### src/rtl/vga_pkg.sv
// Shared constants for the VGA raster generator: 640x480@60 default timing,
// capture-window mode encoding and the mode-to-shift mapping.
package vga_pkg;

    localparam int DEF_H_ACTIVE = 640;
    localparam int DEF_H_FP     = 16;
    localparam int DEF_H_SYNC   = 96;
    localparam int DEF_H_BP     = 48;

    localparam int DEF_V_ACTIVE = 480;
    localparam int DEF_V_FP     = 10;
    localparam int DEF_V_SYNC   = 2;
    localparam int DEF_V_BP     = 33;

    localparam bit DEF_HS_POL   = 1'b0;
    localparam bit DEF_VS_POL   = 1'b0;

    localparam int DEF_CW       = 10;
    localparam int DEF_AW       = 19;

    typedef logic [1:0] mode_t;

    localparam mode_t MODE_FULL    = 2'd0;
    localparam mode_t MODE_HALF    = 2'd1;
    localparam mode_t MODE_QUARTER = 2'd2;

    // Mode 3 has no window of its own and falls back to the quarter window.
    function automatic logic [1:0] mode_shift(input mode_t m);
        case (m)
            MODE_FULL:    return 2'd0;
            MODE_HALF:    return 2'd1;
            MODE_QUARTER: return 2'd2;
            default:      return 2'd2;
        endcase
    endfunction

endpackage

### src/rtl/vga_axis_cnt.sv
// One raster axis: wrapping position counter with step enable, terminal-count
// flag and a combinational sync-window compare.
module vga_axis_cnt #(
    parameter int TOTAL      = 800,
    parameter int SYNC_START = 656,
    parameter int SYNC_LEN   = 96,
    parameter bit POL        = 1'b0,
    parameter int CW         = 10
) (
    input  logic          clk,
    input  logic          rst_n,
    input  logic          step,
    output logic [CW-1:0] cnt,
    output logic          tc,
    output logic          sync
);

    localparam logic [CW-1:0] LAST    = CW'(TOTAL - 1);
    localparam logic [CW-1:0] SYNC_LO = CW'(SYNC_START);
    localparam logic [CW-1:0] SYNC_HI = CW'(SYNC_START + SYNC_LEN - 1);

    always_ff @(posedge clk) begin
        if (!rst_n) begin
            cnt <= '0;
        end else if (step) begin
            cnt <= tc ? '0 : cnt + CW'(1);
        end
    end

    assign tc   = (cnt == LAST);
    assign sync = ((cnt >= SYNC_LO) && (cnt <= SYNC_HI)) ? POL : ~POL;

endmodule

### src/rtl/vga_timing_gen.sv
// Parametrised VGA raster timing generator: sync/blank for the DAC, a
// mode-selectable capture window with coordinates and a linear read address.
module vga_timing_gen
    import vga_pkg::*;
#(
    parameter int H_ACTIVE = DEF_H_ACTIVE,
    parameter int H_FP     = DEF_H_FP,
    parameter int H_SYNC   = DEF_H_SYNC,
    parameter int H_BP     = DEF_H_BP,
    parameter int V_ACTIVE = DEF_V_ACTIVE,
    parameter int V_FP     = DEF_V_FP,
    parameter int V_SYNC   = DEF_V_SYNC,
    parameter int V_BP     = DEF_V_BP,
    parameter bit HS_POL   = DEF_HS_POL,
    parameter bit VS_POL   = DEF_VS_POL,
    parameter int CW       = DEF_CW,
    parameter int AW       = DEF_AW
) (
    input  logic          CLK25,
    input  logic          Nreset,
    input  logic          en,
    input  logic [1:0]    mode,
    output logic          clkout,
    output logic          Hsync,
    output logic          Vsync,
    output logic          Nblank,
    output logic          Nsync,
    output logic          activeArea,
    output logic [CW-1:0] x,
    output logic [CW-1:0] y,
    output logic [AW-1:0] pix_addr,
    output logic          frame_start,
    output logic          line_start
);

    localparam int H_TOTAL = H_ACTIVE + H_FP + H_SYNC + H_BP;
    localparam int V_TOTAL = V_ACTIVE + V_FP + V_SYNC + V_BP;

    localparam logic [CW-1:0] H_ACT = CW'(H_ACTIVE);
    localparam logic [CW-1:0] V_ACT = CW'(V_ACTIVE);

    logic [CW-1:0] hcnt;
    logic [CW-1:0] vcnt;
    logic          h_tc;
    logic          v_tc;
    logic          h_sync;
    logic          v_sync;

    mode_t         mode_sh;
    logic [1:0]    shift;
    logic [CW-1:0] win_h;
    logic [CW-1:0] win_v;
    logic          in_window;
    logic          in_active;
    logic          at_frame;
    logic          at_line;

    vga_axis_cnt #(
        .TOTAL      (H_TOTAL),
        .SYNC_START (H_ACTIVE + H_FP),
        .SYNC_LEN   (H_SYNC),
        .POL        (HS_POL),
        .CW         (CW)
    ) u_h_cnt (
        .clk   (CLK25),
        .rst_n (Nreset),
        .step  (en),
        .cnt   (hcnt),
        .tc    (h_tc),
        .sync  (h_sync)
    );

    vga_axis_cnt #(
        .TOTAL      (V_TOTAL),
        .SYNC_START (V_ACTIVE + V_FP),
        .SYNC_LEN   (V_SYNC),
        .POL        (VS_POL),
        .CW         (CW)
    ) u_v_cnt (
        .clk   (CLK25),
        .rst_n (Nreset),
        .step  (en && h_tc),
        .cnt   (vcnt),
        .tc    (v_tc),
        .sync  (v_sync)
    );

    // Mode is only picked up on the very last pixel so a frame never changes window mid-scan.
    always_ff @(posedge CLK25) begin
        if (!Nreset) begin
            mode_sh <= mode;
        end else if (en && h_tc && v_tc) begin
            mode_sh <= mode;
        end
    end

    always_comb begin
        shift     = mode_shift(mode_sh);
        win_h     = CW'(H_ACTIVE >> shift);
        win_v     = CW'(V_ACTIVE >> shift);
        in_window = (hcnt < win_h) && (vcnt < win_v);
        in_active = (hcnt < H_ACT) && (vcnt < V_ACT);
        at_line   = (hcnt == '0);
        at_frame  = at_line && (vcnt == '0);
    end

    // Every pin is a registered decode of the counter position it was loaded from,
    // so the whole group shares one cycle of latency.
    always_ff @(posedge CLK25) begin
        if (!Nreset) begin
            Hsync       <= ~HS_POL;
            Vsync       <= ~VS_POL;
            Nblank      <= 1'b0;
            activeArea  <= 1'b0;
            x           <= '0;
            y           <= '0;
            pix_addr    <= '0;
            frame_start <= 1'b0;
            line_start  <= 1'b0;
        end else if (en) begin
            Hsync       <= h_sync;
            Vsync       <= v_sync;
            Nblank      <= in_active;
            activeArea  <= in_window;
            frame_start <= at_frame;
            line_start  <= at_line;
            if (in_window) begin
                x <= hcnt;
                y <= vcnt;
            end
            // The address advances after each presented window pixel instead of being computed as y*WH+x.
            if (at_frame) begin
                pix_addr <= '0;
            end else if (activeArea) begin
                pix_addr <= pix_addr + AW'(1);
            end
        end
    end

    assign clkout = CLK25;
    assign Nsync  = 1'b1;

endmodule

### config.mk
export PLATFORM = sky130hd
export DESIGN_NAME = vga_timing_gen
export DESIGN_NICKNAME = d
export VERILOG_FILES = /design/src/rtl/vga_pkg.sv /design/src/rtl/vga_axis_cnt.sv /design/src/rtl/vga_timing_gen.sv
export SDC_FILE = /design/constraint.sdc
export NUM_CORES = 1
export LEC_CHECK = 0
export BUFFER_PORTS_ARGS = -buffer_cell sky130_fd_sc_hd__buf_2
export CORE_UTILIZATION = 61
export DETAILED_ROUTE_END_ITERATION = 16
export HOLD_SLACK_MARGIN = 0.06
export PLACE_DENSITY_LB_ADDON = 0.1
export SLEW_MARGIN = 20
export SYNTH_ARGS = -nofsm -noshare
export SYNTH_HDL_FRONTEND = slang
export SYNTH_SLANG_ARGS = --single-unit
### constraint.sdc
create_clock -name CLK25 -period 4.92 [get_ports CLK25]
set_input_delay 0.984 -clock CLK25 [delete_from_list [all_inputs] [get_ports CLK25]]
set_output_delay 0.984 -clock CLK25 [all_outputs]
set_load 0.01 [all_outputs]
==> results.yml <==
hold_path:
  holdCritPathClass: "flop to flop"
routing:
  routed_wirelength_mm: 7.84
  avgViaCountPerCell: 5.75
  detail-route-antenna-nets: 0
  first_pass_iters: 4
  drc: 0
  num_vias: 2904
  drt_iter0_markers: 202
  wire_per_inst_um: 15.5
global_route:
  antenna_found_initial: 0
  grt-ovfl-total: 0
  grt_pass1_wl_mm: 12.6
  grt_pass1_vias: 2645
  grt_max_degree: 46
  grtUsageTotal_pct: 30.4
worst_setup_path:
  crit_path_end: "clkout"
  critPathLaunchType: "clock port"
  worst-path-max-fanout: 2
  r2r_cells: 4
  cp-end-kind: "output pin"
  crit_start: "CLK25"
  r2r_slack_ns: 2.31
  cp.arrival_ns: 2.81
  path_class: "clock port to output pin"
  worstPathRequired_ns: 3.94
  r2r-start: "u_h_cnt.cnt[0]"
  worstReg2RegEnd: "mode_sh[0]"
die:
  coreArea_mm2: 0.00517
  dieArea_mm2: 0.00572
  fp.dieH_um: 75.7
  die_x_um: 75.7
  rows: 26
  io-pin-count: 52
  initial_utilization_pct: 64.0
run:
  maxCapViolCount: 0
run_status:
  outcome: "finished, final reports clean"
synth:
  syn_area_mm2: 0.00331
  yosysMostFrequentCell: "nand2_1"
  dominantRegCellSynth: "dfxtp_1"
  ys_top_cells_by_count: "70 x nand2_1, 65 x dfxtp_1, 26 x a21oi_1, 22 x nor2_1, 21 x mux2i_1"
  yosysTopAreaCell: "dfxtp_1"
  yosys.area.top_type_share_pct: 39.3
  synth_edf_count: 2
  synth-seq-cells: 67
  synth_warnings: 0
  synth_cell_types: 47
  synth_area_per_cell_um2: 8.62
  synth_area_leaders: "dfxtp_1 39%, nand2_1 7.9%, ha_1 6.4%"
  async_reset_ff_share_pct: 0
  ys_seq_area_share_pct: 41.1
  netlist_instances: 384
pwr:
  clkPwrFrac_pct: 47.4
  p_comb_share_pct: 6.2
  swShare_pct: 23.6
  seqPwrFrac_pct: 46.4
  switchingPower_mw: 0.284
  p_int_mw: 0.917
  ir_worst_vdd_v: 0.000336
  power_leakage_nw: 1.58
  cellPowerDensity_mw_per_mm2: 314
timing:
  hold_viol: 0
  tightest_slew_ns: 0.868
  finClkSkew_ns: 0.0112
  maxSlewViolCount: 0
  whs_ns: 0.444
  setup_viol_count_final: 0
  tns_ns: 0
  rsz0062_at_grt: "false"
  slew_headroom_pct: 41.6
layout:
  ff_latch_area_mm2: 0.00136
  layout.nets: 452
  n_fill_cell: 403
  drive_gt1_share_pct: 18.4
  antennaDiodeCount: 0
  area.growth.synth_to_final_pct: 15.4
  multi_input_area_mm2: 0.00181
cts:
  clk_latency_ns: 0.46
  post_cts_buffers: 0
  post_cts_resize_count: 0
  cts_hold_buf: 0
  clk_pin_slew_ns: 0.07
  cts_tree: "yes"
placement:
  numPortBuffers: 50
  gp_congestion: 0.844
  dp_hpwl_mm: 5.34
-- power by group through the flow --
stage               clock [mW]  combinational (mW)  sequential (mW)
CTS                      0.577              0.0738            0.557
global placement        0.0123              0.0702            0.569
floorplan               0.0167              0.0561            0.570
global route             0.599              0.0821            0.558
detailed placement      0.0123              0.0736            0.570
finish                   0.569              0.0744            0.557
-- stage by stage --
step           cells  instance area (um2)  worst slack, ns  power, mW  utilization, %
2_1_floorplan    386                 3320             1.36      0.643               -
3_3_place_gp     485                 3560             1.36      0.652            68.8
3_5_place_dp     486                 3570             1.36      0.655            69.0
4_1_cts          505                 3820             1.12       1.21            73.9
5_1_grt          505                 3820             1.12       1.24            73.9
6_report         505                 3820             1.12       1.20            73.9
-- cell families (layout without fill, tap and decap cells) --
logic type / after synthesis / count (layout) / share of synthesized area (%)
AOI/OAI and AO/OA: 62 / 62 / 11.8
buffers and inverters: 34 / 83 / 4.50
and+or+nand+nor: 166 / 166 / 25.6
DFF: 67 / 67 / 41.1
other: 2 / 4 / 0.227
adders and majority gates: 17 / 17 / 6.43
muxes: 21 / 21 / 6.35
xor gates and xnor gates: 15 / 15 / 3.97
-- cells in the final DEF, fill, tap and decap left out, drive strengths merged, types with 2 or more instances in the layout --
| cell | netlist | layout |
|---|---|---|
| nand2b | 4 | 4 |
| nand4 | 15 | 15 |
| clkinv | 0 | 3 |
| nor4b | 2 | 2 |
| o31ai | 10 | 10 |
| nand2 | 70 | 70 |
| clkbuf | 13 | 14 |
| or4 | 10 | 10 |
| buf | 9 | 52 |
| bufinv | 0 | 2 |
| mux2i | 21 | 21 |
| conb | 2 | 4 |
| dfxtp | 65 | 65 |
| inv | 12 | 12 |
| nand3 | 10 | 10 |
| edfxtp | 2 | 2 |
| nor3 | 3 | 3 |
| o21ai | 13 | 13 |
| a21oi | 28 | 28 |
| nor4 | 3 | 3 |
| xor2 | 14 | 14 |
| nor2b | 2 | 2 |
| or2 | 4 | 4 |
| or3 | 11 | 11 |
| nand4b | 2 | 2 |
| and3 | 6 | 6 |
| o211ai | 2 | 2 |
| ha | 17 | 17 |
| nor2 | 22 | 22 |
-- layer usage --
metal	global-route usage, %	wire (um)
met5	0	0
met4	13.2	116
met3	8.73	563
met2	46.3	3530
met1	40.4	3630
-- critical path: stages --
cell and delay, ns:
clkbuf_8 0.11, clkbuf_8 0.12, buf_2 0.13
-- sequential cells by signal (all words and copies together) (netlist names) --
register and cells:
pix_addr 19, u_h_cnt.cnt 10, u_v_cnt.cnt 10, x 10
y 10, mode_sh 2, Hsync 1, Nblank 1
Vsync 1, activeArea 1, frame_start 1, line_start 1
-- how the worst min path moves through the flow --
stage	startpoint	to	slack (ns)	depth (start not counted)
final	y[9]	y[9]	0.44	2
after CTS	y[9]	y[9]	0.44	2
after global routing	y[9]	y[9]	0.45	2
after global placement	y[9]	y[9]	0.41	2
after floorplan	y[9]	y[9]	0.45	2
after detailed placement	y[9]	y[9]	0.42	2
-- layout make-up --
| cell class | instances | area share [%] |
|---|---|---|
| Clock buffer | 15 | 4.65 |
| Clock inverter | 5 | 2.03 |
| Inverter | 12 | 1.18 |
| Multi-Input combinational cell | 285 | 47.3 |
| Sequential cell | 67 | 35.6 |
| Tap cell | 70 | 2.29 |
| Timing Repair Buffer | 51 | 6.91 |
Note: power is estimated with default switching activity, not from simulation.
